File: src/rtl/sccb_pkg.sv
// Shared SCCB slave definitions: protocol FSM states, default device address, byte bit counting.
package sccb_pkg;
    localparam logic [6:0] DEV_ADDR_DEF  = 7'h3C;
    localparam int         BITS_PER_BYTE = 8;
    localparam logic [2:0] LAST_BIT      = 3'(BITS_PER_BYTE - 1);

    typedef enum logic [3:0] {
        S_IDLE, S_DEV, S_ACK_DEV, S_AHI, S_ACK_AHI, S_ALO, S_ACK_ALO,
        S_WDATA, S_ACK_W, S_RDATA, S_RACK
    } state_t;
endpackage

File: src/rtl/sccb_slave_regfile.sv
// Single-port 2^REG_AW x 8 register file; synchronous write, registered read (1 clk latency),
// no backpressure -- the SCCB ACK bit leaves ample time for the read data to settle.
module sccb_slave_regfile #(
    parameter int REG_AW = 8
) (
    input  logic              clk,
    input  logic              we_i,
    input  logic [REG_AW-1:0] addr_i,
    input  logic [7:0]        wdata_i,
    output logic [7:0]        rdata_o
);
    logic [7:0] mem_q [2**REG_AW];

    always_ff @(posedge clk) begin
        if (we_i) begin
            mem_q[addr_i] <= wdata_i;
        end
        rdata_o <= mem_q[addr_i];
    end
endmodule

File: src/rtl/sccb_slave.sv
// SCCB slave with 16-bit register addressing; write pulse 1 clk after the 8th data SCL rise, no backpressure.
// Define SCCB_SLAVE_RD_EN to add sequential reads; without it any R/W=1 address phase is NACKed.
module sccb_slave
    import sccb_pkg::*;
#(
    parameter logic [6:0] DEV_ADDR    = DEV_ADDR_DEF,
    parameter int         REG_AW      = 8,
    parameter int         SYNC_STAGES = 2
) (
    input  logic        clk,
    input  logic        rst,
    input  logic        scl,
    input  logic        sda_i,
    output logic        sda_oe,
    output logic        reg_wr_en,
    output logic [15:0] reg_wr_addr,
    output logic [7:0]  reg_wr_data,
    output logic        busy
);
    logic [SYNC_STAGES-1:0] scl_sync_q, sda_sync_q;
    logic        scl_prev_q, sda_prev_q;
    logic        scl_s, sda_s, scl_rise, scl_fall, start_det, stop_det;
    state_t      state_q, state_d;
    logic [2:0]  cnt_q, cnt_d;
    logic [6:0]  sh_q, sh_d;
    logic [15:0] ptr_q, ptr_d, wr_addr_q, wr_addr_d;
    logic [7:0]  wr_data_q, wr_data_d, byte_in, rd_dat;
    logic        oe_q, oe_d, busy_q, busy_d, wr_en_q, wr_en_d, last, rd_ok;

    always_ff @(posedge clk) begin
        if (rst) begin
            scl_sync_q <= '1;
            sda_sync_q <= '1;
            scl_prev_q <= 1'b1;
            sda_prev_q <= 1'b1;
        end else begin
            scl_sync_q <= SYNC_STAGES'({scl_sync_q, scl});
            sda_sync_q <= SYNC_STAGES'({sda_sync_q, sda_i});
            scl_prev_q <= scl_s;
            sda_prev_q <= sda_s;
        end
    end

    assign scl_s     = scl_sync_q[SYNC_STAGES-1];
    assign sda_s     = sda_sync_q[SYNC_STAGES-1];
    assign scl_rise  = scl_s & ~scl_prev_q;
    assign scl_fall  = ~scl_s & scl_prev_q;
    // SCL history is ignored so a START landing on a sampling rise still wins over the bit.
    assign start_det = scl_s & sda_prev_q & ~sda_s;
    assign stop_det  = scl_s & ~sda_prev_q & sda_s;
    assign byte_in   = {sh_q, sda_s};
    assign last      = (cnt_q == LAST_BIT);
`ifdef SCCB_SLAVE_RD_EN
    assign rd_ok     = 1'b1;
`else
    assign rd_ok     = ~byte_in[0];
`endif

    always_comb begin
        state_d   = state_q;
        cnt_d     = cnt_q;
        sh_d      = sh_q;
        ptr_d     = ptr_q;
        oe_d      = oe_q;
        busy_d    = busy_q;
        wr_en_d   = 1'b0;
        wr_addr_d = wr_addr_q;
        wr_data_d = wr_data_q;
        if (stop_det) begin
            state_d = S_IDLE;
            oe_d    = 1'b0;
            busy_d  = 1'b0;
        end else if (start_det) begin
            state_d = S_DEV;
            cnt_d   = '0;
            oe_d    = 1'b0;
        end else begin
            case (state_q)
                S_DEV, S_AHI, S_ALO, S_WDATA: if (scl_rise) begin
                    sh_d  = byte_in[6:0];
                    cnt_d = cnt_q + 3'd1;
                    if (last) begin
                        case (state_q)
                            S_DEV: begin
                                if (byte_in[7:1] == DEV_ADDR && rd_ok) begin
                                    state_d = S_ACK_DEV;
                                    busy_d  = 1'b1;
                                end else begin
                                    state_d = S_IDLE;
                                end
                            end
                            S_AHI: begin
                                ptr_d[15:8] = byte_in;
                                state_d     = S_ACK_AHI;
                            end
                            S_ALO: begin
                                ptr_d[7:0] = byte_in;
                                state_d    = S_ACK_ALO;
                            end
                            default: begin
                                wr_en_d   = 1'b1;
                                wr_addr_d = ptr_q;
                                wr_data_d = byte_in;
                                ptr_d     = ptr_q + 16'd1;
                                state_d   = S_ACK_W;
                            end
                        endcase
                    end
                end
                // First fall pulls SDA low for the ACK slot, the second fall ends it.
                S_ACK_DEV, S_ACK_AHI, S_ACK_ALO, S_ACK_W: if (scl_fall) begin
                    if (!oe_q) begin
                        oe_d = 1'b1;
                    end else begin
                        oe_d  = 1'b0;
                        cnt_d = '0;
                        case (state_q)
                            S_ACK_DEV: begin
                                state_d = S_AHI;
`ifdef SCCB_SLAVE_RD_EN
                                if (sh_q[0]) begin
                                    state_d = S_RDATA;
                                    sh_d    = rd_dat[6:0];
                                    oe_d    = ~rd_dat[7];
                                end
`endif
                            end
                            S_ACK_AHI: state_d = S_ALO;
                            default:   state_d = S_WDATA;
                        endcase
                    end
                end
`ifdef SCCB_SLAVE_RD_EN
                S_RDATA: if (scl_fall) begin
                    if (last) begin
                        oe_d    = 1'b0;
                        cnt_d   = '0;
                        ptr_d   = ptr_q + 16'd1;
                        state_d = S_RACK;
                    end else begin
                        cnt_d = cnt_q + 3'd1;
                        oe_d  = ~sh_q[6];
                        sh_d  = {sh_q[5:0], 1'b0};
                    end
                end
                // cnt_q=1 marks that the master ACKed and another byte is wanted.
                S_RACK: begin
                    if (scl_rise) begin
                        if (sda_s) state_d = S_IDLE;
                        else       cnt_d   = 3'd1;
                    end else if (scl_fall && cnt_q == 3'd1) begin
                        state_d = S_RDATA;
                        cnt_d   = '0;
                        sh_d    = rd_dat[6:0];
                        oe_d    = ~rd_dat[7];
                    end
                end
`endif
                default: ;
            endcase
        end
    end

    always_ff @(posedge clk) begin
        if (rst) begin
            state_q   <= S_IDLE;
            cnt_q     <= '0;
            sh_q      <= '0;
            ptr_q     <= '0;
            oe_q      <= 1'b0;
            busy_q    <= 1'b0;
            wr_en_q   <= 1'b0;
            wr_addr_q <= '0;
            wr_data_q <= '0;
        end else begin
            state_q   <= state_d;
            cnt_q     <= cnt_d;
            sh_q      <= sh_d;
            ptr_q     <= ptr_d;
            oe_q      <= oe_d;
            busy_q    <= busy_d;
            wr_en_q   <= wr_en_d;
            wr_addr_q <= wr_addr_d;
            wr_data_q <= wr_data_d;
        end
    end

    sccb_slave_regfile #(.REG_AW(REG_AW)) u_regfile (
        .clk     (clk),
        .we_i    (wr_en_q),
        .addr_i  (wr_en_q ? wr_addr_q[REG_AW-1:0] : ptr_q[REG_AW-1:0]),
        .wdata_i (wr_data_q),
        .rdata_o (rd_dat)
    );

`ifndef SCCB_SLAVE_RD_EN
    logic [7:0] unused_rd_dat;
    assign unused_rd_dat = rd_dat;
`endif

    assign sda_oe      = oe_q;
    assign busy        = busy_q;
    assign reg_wr_en   = wr_en_q;
    assign reg_wr_addr = wr_addr_q;
    assign reg_wr_data = wr_data_q;
endmodule

File: config.mk
export PLATFORM = sky130hd
export DESIGN_NAME = sccb_slave
export DESIGN_NICKNAME = d
export VERILOG_FILES = /design/src/rtl/sccb_pkg.sv /design/src/rtl/sccb_slave_regfile.sv /design/src/rtl/sccb_slave.sv
export SDC_FILE = /design/constraint.sdc
export NUM_CORES = 1
export LEC_CHECK = 0
export CELL_PAD_IN_SITES_DETAIL_PLACEMENT = 1
export CELL_PAD_IN_SITES_GLOBAL_PLACEMENT = 2
export CORE_MARGIN = 1
export CORE_UTILIZATION = 36
export CTS_CLUSTER_DIAMETER = 50
export DETAILED_ROUTE_END_ITERATION = 12
export GPL_TIMING_DRIVEN = 0
export PLACE_DENSITY_LB_ADDON = 0.1
export SKIP_LAST_GASP = 1
export SLEW_MARGIN = 15
export SYNTH_ARGS = -nofsm -noshare
export SYNTH_HDL_FRONTEND = slang
export SYNTH_HIERARCHICAL = 1
export SYNTH_SLANG_ARGS = --single-unit
File: constraint.sdc
create_clock -name clk -period 6 [get_ports clk]
set_clock_uncertainty 0.2 [all_clocks]
set_input_delay 0.6 -clock clk [delete_from_list [all_inputs] [get_ports clk]]
set_output_delay 0.6 -clock clk [all_outputs]
set_load 0.02 [all_outputs]
# ---- After elaboration in Yosys (flattened, before gate mapping)
# Index checks and enable logic that the tools add are counted.
# W data, S select, Z words.
dict set report totals {
  ff_bits 63
  inputBits 4
  out_inout_bits 27
  elab_cells 91
}
dict set report classes {
  n_addsub 2
  eq_ne 18
  n_mux 18
  bitwise_logic 18
  n_reduce_logical 20
}
# cell n
set ops {}
lappend ops {{$pmux W8 S2} 2}
lappend ops {{$reduce_and A6 Y1} 4}
lappend ops {{$add A16 B1 Y16 const B} 1}
lappend ops {{$eq A4 B3 Y1 const B} 4}
lappend ops {{$mux W4} 4}
lappend ops {{$reduce_and A5 Y1} 3}
lappend ops {{$mux W3} 4}
lappend ops {{$ne A3 B3 Y1 const B} 4}
lappend ops {{$not A1 Y1} 12}
lappend ops {{$pmux W3 S2} 2}
lappend ops {{$pmux W4 S3} 1}
lappend ops {{$eq A4 B2 Y1 const B} 2}
lappend ops {{$ne A2 B2 Y1 const B} 4}
lappend ops {{$pmux W4 S2} 1}
lappend ops {{$reduce_or A4 Y1} 2}
lappend ops {{$eq A7 B6 Y1 const B} 1}
lappend ops {{$and A1 B1 Y1} 6}
lappend ops {{$reduce_or A2 Y1} 3}
lappend ops {{$reduce_or A3 Y1} 2}
lappend ops {{$reduce_or A6 Y1} 1}
lappend ops {{$eq A4 B1 Y1 const B} 1}
lappend ops {{$eq A4 B4 Y1 const B} 1}
lappend ops {{$reduce_and A4 Y1} 1}
lappend ops {{$add A3 B1 Y3 const B} 1}
lappend ops {{7 further kinds} 9}

# ---- Depth between registers and ports, before layout
dict set report logic_depth {
  depth_word 8
  depth_mapped 7
  mapped_depth_nobuf 6
}

# ---- Least setup slack after synthesis
# OpenSTA, ideal clock, no wires.
dict set report synth_path {
  path_type {reg-to-reg}
  startpoint {register state_q[3]}
  endpoint {register state_q[0]}
  setup_ps 115
  t_arrival_ps 1613
  required_ps 5685
  slack_ps 4073
  stages_incl_launch_ff 6
  path_buffers 0
  synth_period_minus_slack_ps 1927
  cell_sequence {dfxtp_1 or3_4 a21oi_1 a2bb2oi_2 mux2_1 o21a_1}
}
dict set report synth_via {
  elab_chain_len 6
  word_cells_on_any_way 21
  cone_classes {12 x eq/ne; 5 x mux; 4 x reduce/logical}
}
# item line
set synth_rtl {}
lappend synth_rtl {{from (decl)} sccb_slave.sv:23} ;# state_t state_q, state_d;
lappend synth_rtl {{from (signal assigned)} sccb_slave.sv:176} ;# state_q <= state_d;
lappend synth_rtl {{$eq A4 B3 Y1, or another cell as far along} {sccb_slave.sv:78, sccb_slave.sv:83}}
lappend synth_rtl {{$pmux W4 S3} sccb_slave.sv:83} ;# case (state_q)
lappend synth_rtl {{$mux W4} sccb_slave.sv:82} ;# if (last) begin
lappend synth_rtl {{$mux W4} sccb_slave.sv:79} ;# S_DEV, S_AHI, S_ALO, S_WDATA: if (scl_rise) begin
lappend synth_rtl {{$pmux W4 S2} sccb_slave.sv:78} ;# case (state_q)
lappend synth_rtl {{$mux W1} sccb_slave.sv:73} ;# end else if (start_det) begin
# Several ways; a longest one is shown, not always the timed one. The select of a mux whose other input is x is not followed.
# A chain may end at the register's enable or synchronous reset.

# ---- Final worst setup path
dict set report layout_path {
  startpoint {register cnt_q[0]}
  endpoint {register ptr_q[3]}
}
dict set report layout_via {
  elab_chain_len 2
}
# item line
set layout_rtl {}
lappend layout_rtl {{from (decl)} sccb_slave.sv:24} ;# logic [2:0] cnt_q, cnt_d;
lappend layout_rtl {{from (signal assigned)} sccb_slave.sv:177} ;# cnt_q <= cnt_d;
lappend layout_rtl {{$eq A3 B3 Y1} sccb_slave.sv:52} ;# assign last = (cnt_q == LAST_BIT);
lappend layout_rtl {{$reduce_and A6 Y1 (no line)} --}
lappend layout_rtl {{to (signal assigned)} sccb_slave.sv:179} ;# ptr_q <= ptr_d;
lappend layout_rtl {{to (decl)} sccb_slave.sv:26} ;# logic [15:0] ptr_q, ptr_d, wr_addr_q, wr_addr_d;
# Every way passes these cells.

==> metrics <==
status completed; flops & latches, synth 63; maximum VDD drop 0.119 mV; area grow syn2layout 21.6%; antenna cells 0; clock sink count 63; TritonCTS buffer count 9; most frequent cells in the layout nand2_1, dfxtp_1, a21oi_1; global route overflow 0; antenna violations before repair 0; layout cell share with drive strength beyond 1 11.4%; Worst slew margin 46.4%; Die Span Y 93.5 µm; Root Driver clkbuf_8; sequential element share of the synthesized area 41.8%; max incr delay on CP 660 ps; fillcell total 993; element type at the critical path end register; crit path buf inv count 0; First-pass DRT Iterations 4; PD cells 251 mW/mm²; hold path depth 1; DIE WIDTH 93.5 µm; synthesized area per cell 7.89 µm²; YS warnings 6; Setup violations, final 0; RSZ-0062 raised after global routing false; commonest non-fill, non-tap cell in the layout nand2_1; Final GP Congestion 0.850; crit path cell chain ha_1 -> ha_1 -> nand3_4 -> a21oi_1 -> o21ai_0 -> a21oi_1; kind of critical path register to register; MaxCap Viol Count 0; H-tree levels 3; final setup TNS 0 ps; Detailed Route Iter0 Violations 93; Final Hold Fails 0; FFs w/ async S/R, synth 0%; Worst-path clk slew 80 ps; crit path max fanout 9; period utilization 39.6%; Mapped Cells 382; Slowest-stage cell, CP a21oi_1; core box area 0.00818 mm²; Max Fclk 0.421 GHz; Residual DRC 0; row count 33; leading post-synthesis cells by cell area dfxtp_1, nand2_1, a21oi_1, o21ai_0, nor2_1; CTS Hold Bufs 0; Netlist cell types 59; Routed Wire Length 9160 µm; gr usage total 22.8%; post-CTS setup buffer count 0; Slew Limit Fails 0; post-route ant nets 0; Post-synth EDFFs 0; largest net degree at the start of global routing 13; vias per inst 5.44; vias in the first global route 2896; I/O pin cnt 31; DR WL/cell 17.2 µm; Tightest Pin Transition 804 ps; R2R depth 6; WP data required 6070 ps; post-CTS sizing 0; Worst EP arrival 2450 ps; Synth top area share 41.8%; first-pass GRT wire length 15000 µm; via count 2901; cell count along the critical path 6; Max Root-Sink Buffers 2; Syn Std Cell Area 0.00302 mm²; Post-Synthesis Net Count 389; Initial Utilization 36.9%; detailed placer's ending HPWL 6530 µm; area leader, netlist dfxtp_1; Lkg Pwr 1.18 nW; Final min period 2380 ps; die area 0.00875 mm²; worst skew pair latency 350 ps; Synth Flop Type dfxtp_1; CTS tree yes; Hold Crit Class register to register; Hold WS 216 ps; crit path launch type register; count of input and output buffers 30; critical path's top delay family compound AO/OA/AOI/OAI gates; fin nets 430
==> power breakdown <==
group          internal (mW)  switching, mW  leakage, nW
Combinational         0.0256         0.0423        0.558
Clock                  0.235          0.190        0.114
Sequential             0.423        0.00537        0.509
==> Yosys cell counts, types with 2 or more instances <==
cell / count
nor3_1: 7
a31oi_1: 3
ha_1: 3
and3_1: 3
a21oi_1: 55
nand2_1: 91
inv_1: 8
o31a_1: 2
nand3_1: 5
o21ai_0: 19
or4b_1: 2
a211oi_1: 3
nand4_1: 5
nand4b_1: 2
or2_2: 8
dfxtp_1: 63
nor3b_1: 2
o32ai_1: 3
o21a_1: 2
a22o_1: 3
and2_0: 3
nor2b_1: 4
or3_1: 3
a21o_1: 4
mux2i_1: 2
and4bb_2: 2
clkbuf_1: 8
buf_2: 12
nor2_1: 21
nand2b_1: 5
==> cell families after synthesis <==
group           after synthesis  synth area share, %
compound gates              110                 22.4
xor+xnor                      3                 1.12
fa+ha+maj                     3                 1.24
buf+inv                      29                 4.36
flops                        63                 41.8
mux                           4                 1.41
simple gates                170                 27.6
==> sequential cells by signal, summed over array words and instances (netlist names), 2 cells and up <==
signal and cells:
scl_sync_q 2, ptr_q 16, reg_wr_data 8, reg_wr_addr 16
state_q 4, cnt_q 3, sda_sync_q 2, sh_q 7
==> routing by layer <==
layer	GRT usage, %	vias up	wire length [µm]
met3	4.15	12	284
li1	-	1429	-
met5	0	-	0
met1	30.0	1418	4470
met4	8.97	0	140
met2	36.8	42	4270
==> metrics by stage <==
stage | cells | area (µm²) | setup slack, ps | power (mW) | utilization, %
final | 533 | 3670 | 3620 | 0.922 | 44.9
after global routing | 533 | 3670 | 3380 | 0.957 | 44.9
after CTS | 533 | 3670 | 3640 | 0.929 | 44.9
after detailed placement | 517 | 3450 | 3300 | 0.506 | 42.2
after global placement | 517 | 3450 | 3300 | 0.505 | 42.2
after floorplan | 382 | 3020 | 4070 | 0.486 | -
==> path summary, 6_finish.rpt <==
path / start / endpoint / slack, ps
setup / recovery: cnt_q[0]$_SDFFE_PP0P_ / ptr_q[3]$_SDFFE_PP0P_ / 3620
hold / removal: scl_sync_q[0]$_SDFF_PP1_ / scl_sync_q[1]$_SDFF_PP1_ / 220
setup reg to reg: cnt_q[0]$_SDFFE_PP0P_ / ptr_q[3]$_SDFFE_PP0P_ / 3620
hold reg to reg: scl_sync_q[0]$_SDFF_PP1_ / scl_sync_q[1]$_SDFF_PP1_ / 220
==> worst register-to-register path, stage by stage, from the launching register on <==
cell,delay (ps)
dfxtp_1,360
ha_1,160
ha_1,340
nand3_4,160
a21oi_1,660
o21ai_0,250
a21oi_1,170
==> area by class of cell <==
type,instances,area [µm²],area share [%]
well taps,105,131,3.58
inverters,8,30.0,0.819
clock inverters,7,96.3,2.63
flip-flops and latches,63,1260,34.4
plain buffers,21,101,2.76
multi-input cells,290,1620,44.3
repair buffers,30,300,8.19
clock buffers,9,124,3.38
Note: power is estimated with default switching activity, not from simulation.
==> variant, RTL diff (same flow settings) <==
`sh_q`, `wr_addr_q` and `wr_data_q` no longer have a reset.
--- a/src/rtl/sccb_slave.sv
+++ b/src/rtl/sccb_slave.sv
@@ -165,24 +165,24 @@
         if (rst) begin
             state_q   <= S_IDLE;
             cnt_q     <= '0;
-            sh_q      <= '0;
             ptr_q     <= '0;
             oe_q      <= 1'b0;
             busy_q    <= 1'b0;
             wr_en_q   <= 1'b0;
-            wr_addr_q <= '0;
-            wr_data_q <= '0;
         end else begin
             state_q   <= state_d;
             cnt_q     <= cnt_d;
-            sh_q      <= sh_d;
             ptr_q     <= ptr_d;
             oe_q      <= oe_d;
             busy_q    <= busy_d;
             wr_en_q   <= wr_en_d;
-            wr_addr_q <= wr_addr_d;
-            wr_data_q <= wr_data_d;
         end
+    end
+
+    always_ff @(posedge clk) begin
+        sh_q      <= sh_d;
+        wr_addr_q <= wr_addr_d;
+        wr_data_q <= wr_data_d;
     end
 
     sccb_slave_regfile #(.REG_AW(REG_AW)) u_regfile (
Function: same outputs for any inputs over 10 cycles, from zero or initial values and one cycle with rst high; that may be too few to reach the edited logic, so the function may still have changed.
==> variant against the original RTL <==
  * Setup slack worse by 0.13 ns
  * Sequential cell count unchanged
  * Final area down 3.9%
  * Synthesized area down 4.1%
  * Routed wire length down 20%
  * Sequential share of layout area up 10 points
  * Non-clock buffer count down 6
  * Count of clock-buffer cells in the layout up 2
  * Largest cell class is now sequential cells
Power is not compared: it rests on default switching activity, and its combinational part moved more than twofold at a synthesized area within 25%.
==> variant: results (changes against the original RTL) <==
grt_use_met2_pct: 32.27  # -4.6 points
grt_first_pass_wirelength_um: 12210  # -19%
cts-root-buf: "clkbuf_8"
drtIter0Drc: 75  # -19%
timing.reg2reg.setup_slack_ns: 3.49  # -0.13 ns
top_layer_used: "met4"
reg2regPathDepth: 5  # -1
ys_seq_area_share_pct: 54.37  # +13 points
r2r_start: "cnt_q[0]"
grt_start_max_net_pins: 25  # +12
ys_top_cells_by_area: "edfxtp_1 32%, dfxtp_1 22%, nor2_1 3.5%, o21ai_0 2.9%, nand2_1 2.6%"
finalNetCount: 326  # -24%
wirelength_um: 7298  # -20%
use_met3_pct: 4.020  # -0.13 points
fmax_ghz: 0.3982  # -5.3%
portBuffers: 29  # -3.3%
arrival_ns: 2.28  # -0.17 ns
drive_gt1_share_pct: 14.20  # +2.7 points
numCtsBuffers: 9  # unchanged
synth.distinct_cells: 57  # -3.4%
p_leak_nw: 1.170
wl_met2_um: 3558  # -17%
p_sw_mw: 0.1893
slowest_stage: "nor2_4"
dp_hpwl_um: 5011  # -23%
cp_top_family: "simple AND/OR/NAND/NOR gates"
yosysWarnings: 6  # unchanged
dr_total_vias: 2307  # -20%
path_max_fanout: 24  # +15
synth_edf_count: 31  # +31
outcome: "complete, no violations"
routed-wl-met3_um: 277  # -2.5%
gp_congestion: 0.8107  # -4.6%
track_usage_pct: 18.93  # -3.9 points
synth_commonest_cells: "32 x dfxtp_1, 31 x edfxtp_1, 27 x nor2_1"
crit_path_max_incr_delay_ns: 0.63  # -0.03 ns
wl_met1_um: 3363  # -25%
crit_path_end: "reg_wr_addr[7]"
use_met1_pct: 23.54  # -6.5 points
post_cts_buffers: 0  # unchanged
worst_pin_slew_ns: 0.9284  # +0.1245 ns
syn_nets: 286  # -26%
## variant: cell families after synthesis
| family | Yosys count | share of synthesized area, % |
|---|---|---|
| xor gates and xnor gates | 2 | 1.256 |
| muxes | 7 | 2.468 |
| buffers and inverters | 21 | 3.636 |
| DFF | 63 | 54.37 |
| and+or+nand+nor | 121 | 22.90 |
| AOI/OAI and AO/OA | 62 | 14.07 |
| adders and majority gates | 3 | 1.299 |
## variant: layout make-up
class / count / area, um2
tap: 102 / 127.6
clock buffer: 11 / 151.4
sequential: 63 / 1572
timing repair buffer: 29 / 290.3
clock inverter: 5 / 56.30
fill: 859 / 4204
buffer: 16 / 86.33
multi-input combinational: 195 / 1221
inverter: 5 / 18.77
## variant: how the worst min path moves through the flow
stage / startpoint / end / slack [ns] / cells past startpoint
floorplan: scl_sync_q[0] / scl_sync_q[1] / 0.19 / 1
global placement: scl_sync_q[0] / scl_sync_q[1] / 0.19 / 1
detailed placement: sda_sync_q[0] / sda_sync_q[1] / 0.21 / 1
CTS: sda_sync_q[0] / sda_sync_q[1] / 0.23 / 1
global route: sda_sync_q[0] / sda_sync_q[1] / 0.24 / 1
finish: sda_sync_q[0] / sda_sync_q[1] / 0.22 / 1
## variant: power groups by stage
stage                     sequential (mW)  combinational (mW)  clock (mW)
after floorplan                     0.462              0.0170           0
after global placement              0.463              0.0234           0
after detailed placement            0.463              0.0239           0
after CTS                           0.453              0.0241       0.394
after global routing                0.454              0.0266       0.413
final                               0.453              0.0237       0.386
## variant: metrics by stage
step	instance area, um2	std cells
6_report	3523	426
5_1_grt	3523	426
4_1_cts	3523	426
3_5_place_dp	3316	410
3_3_place_gp	3308	410
2_1_floorplan	2890	279
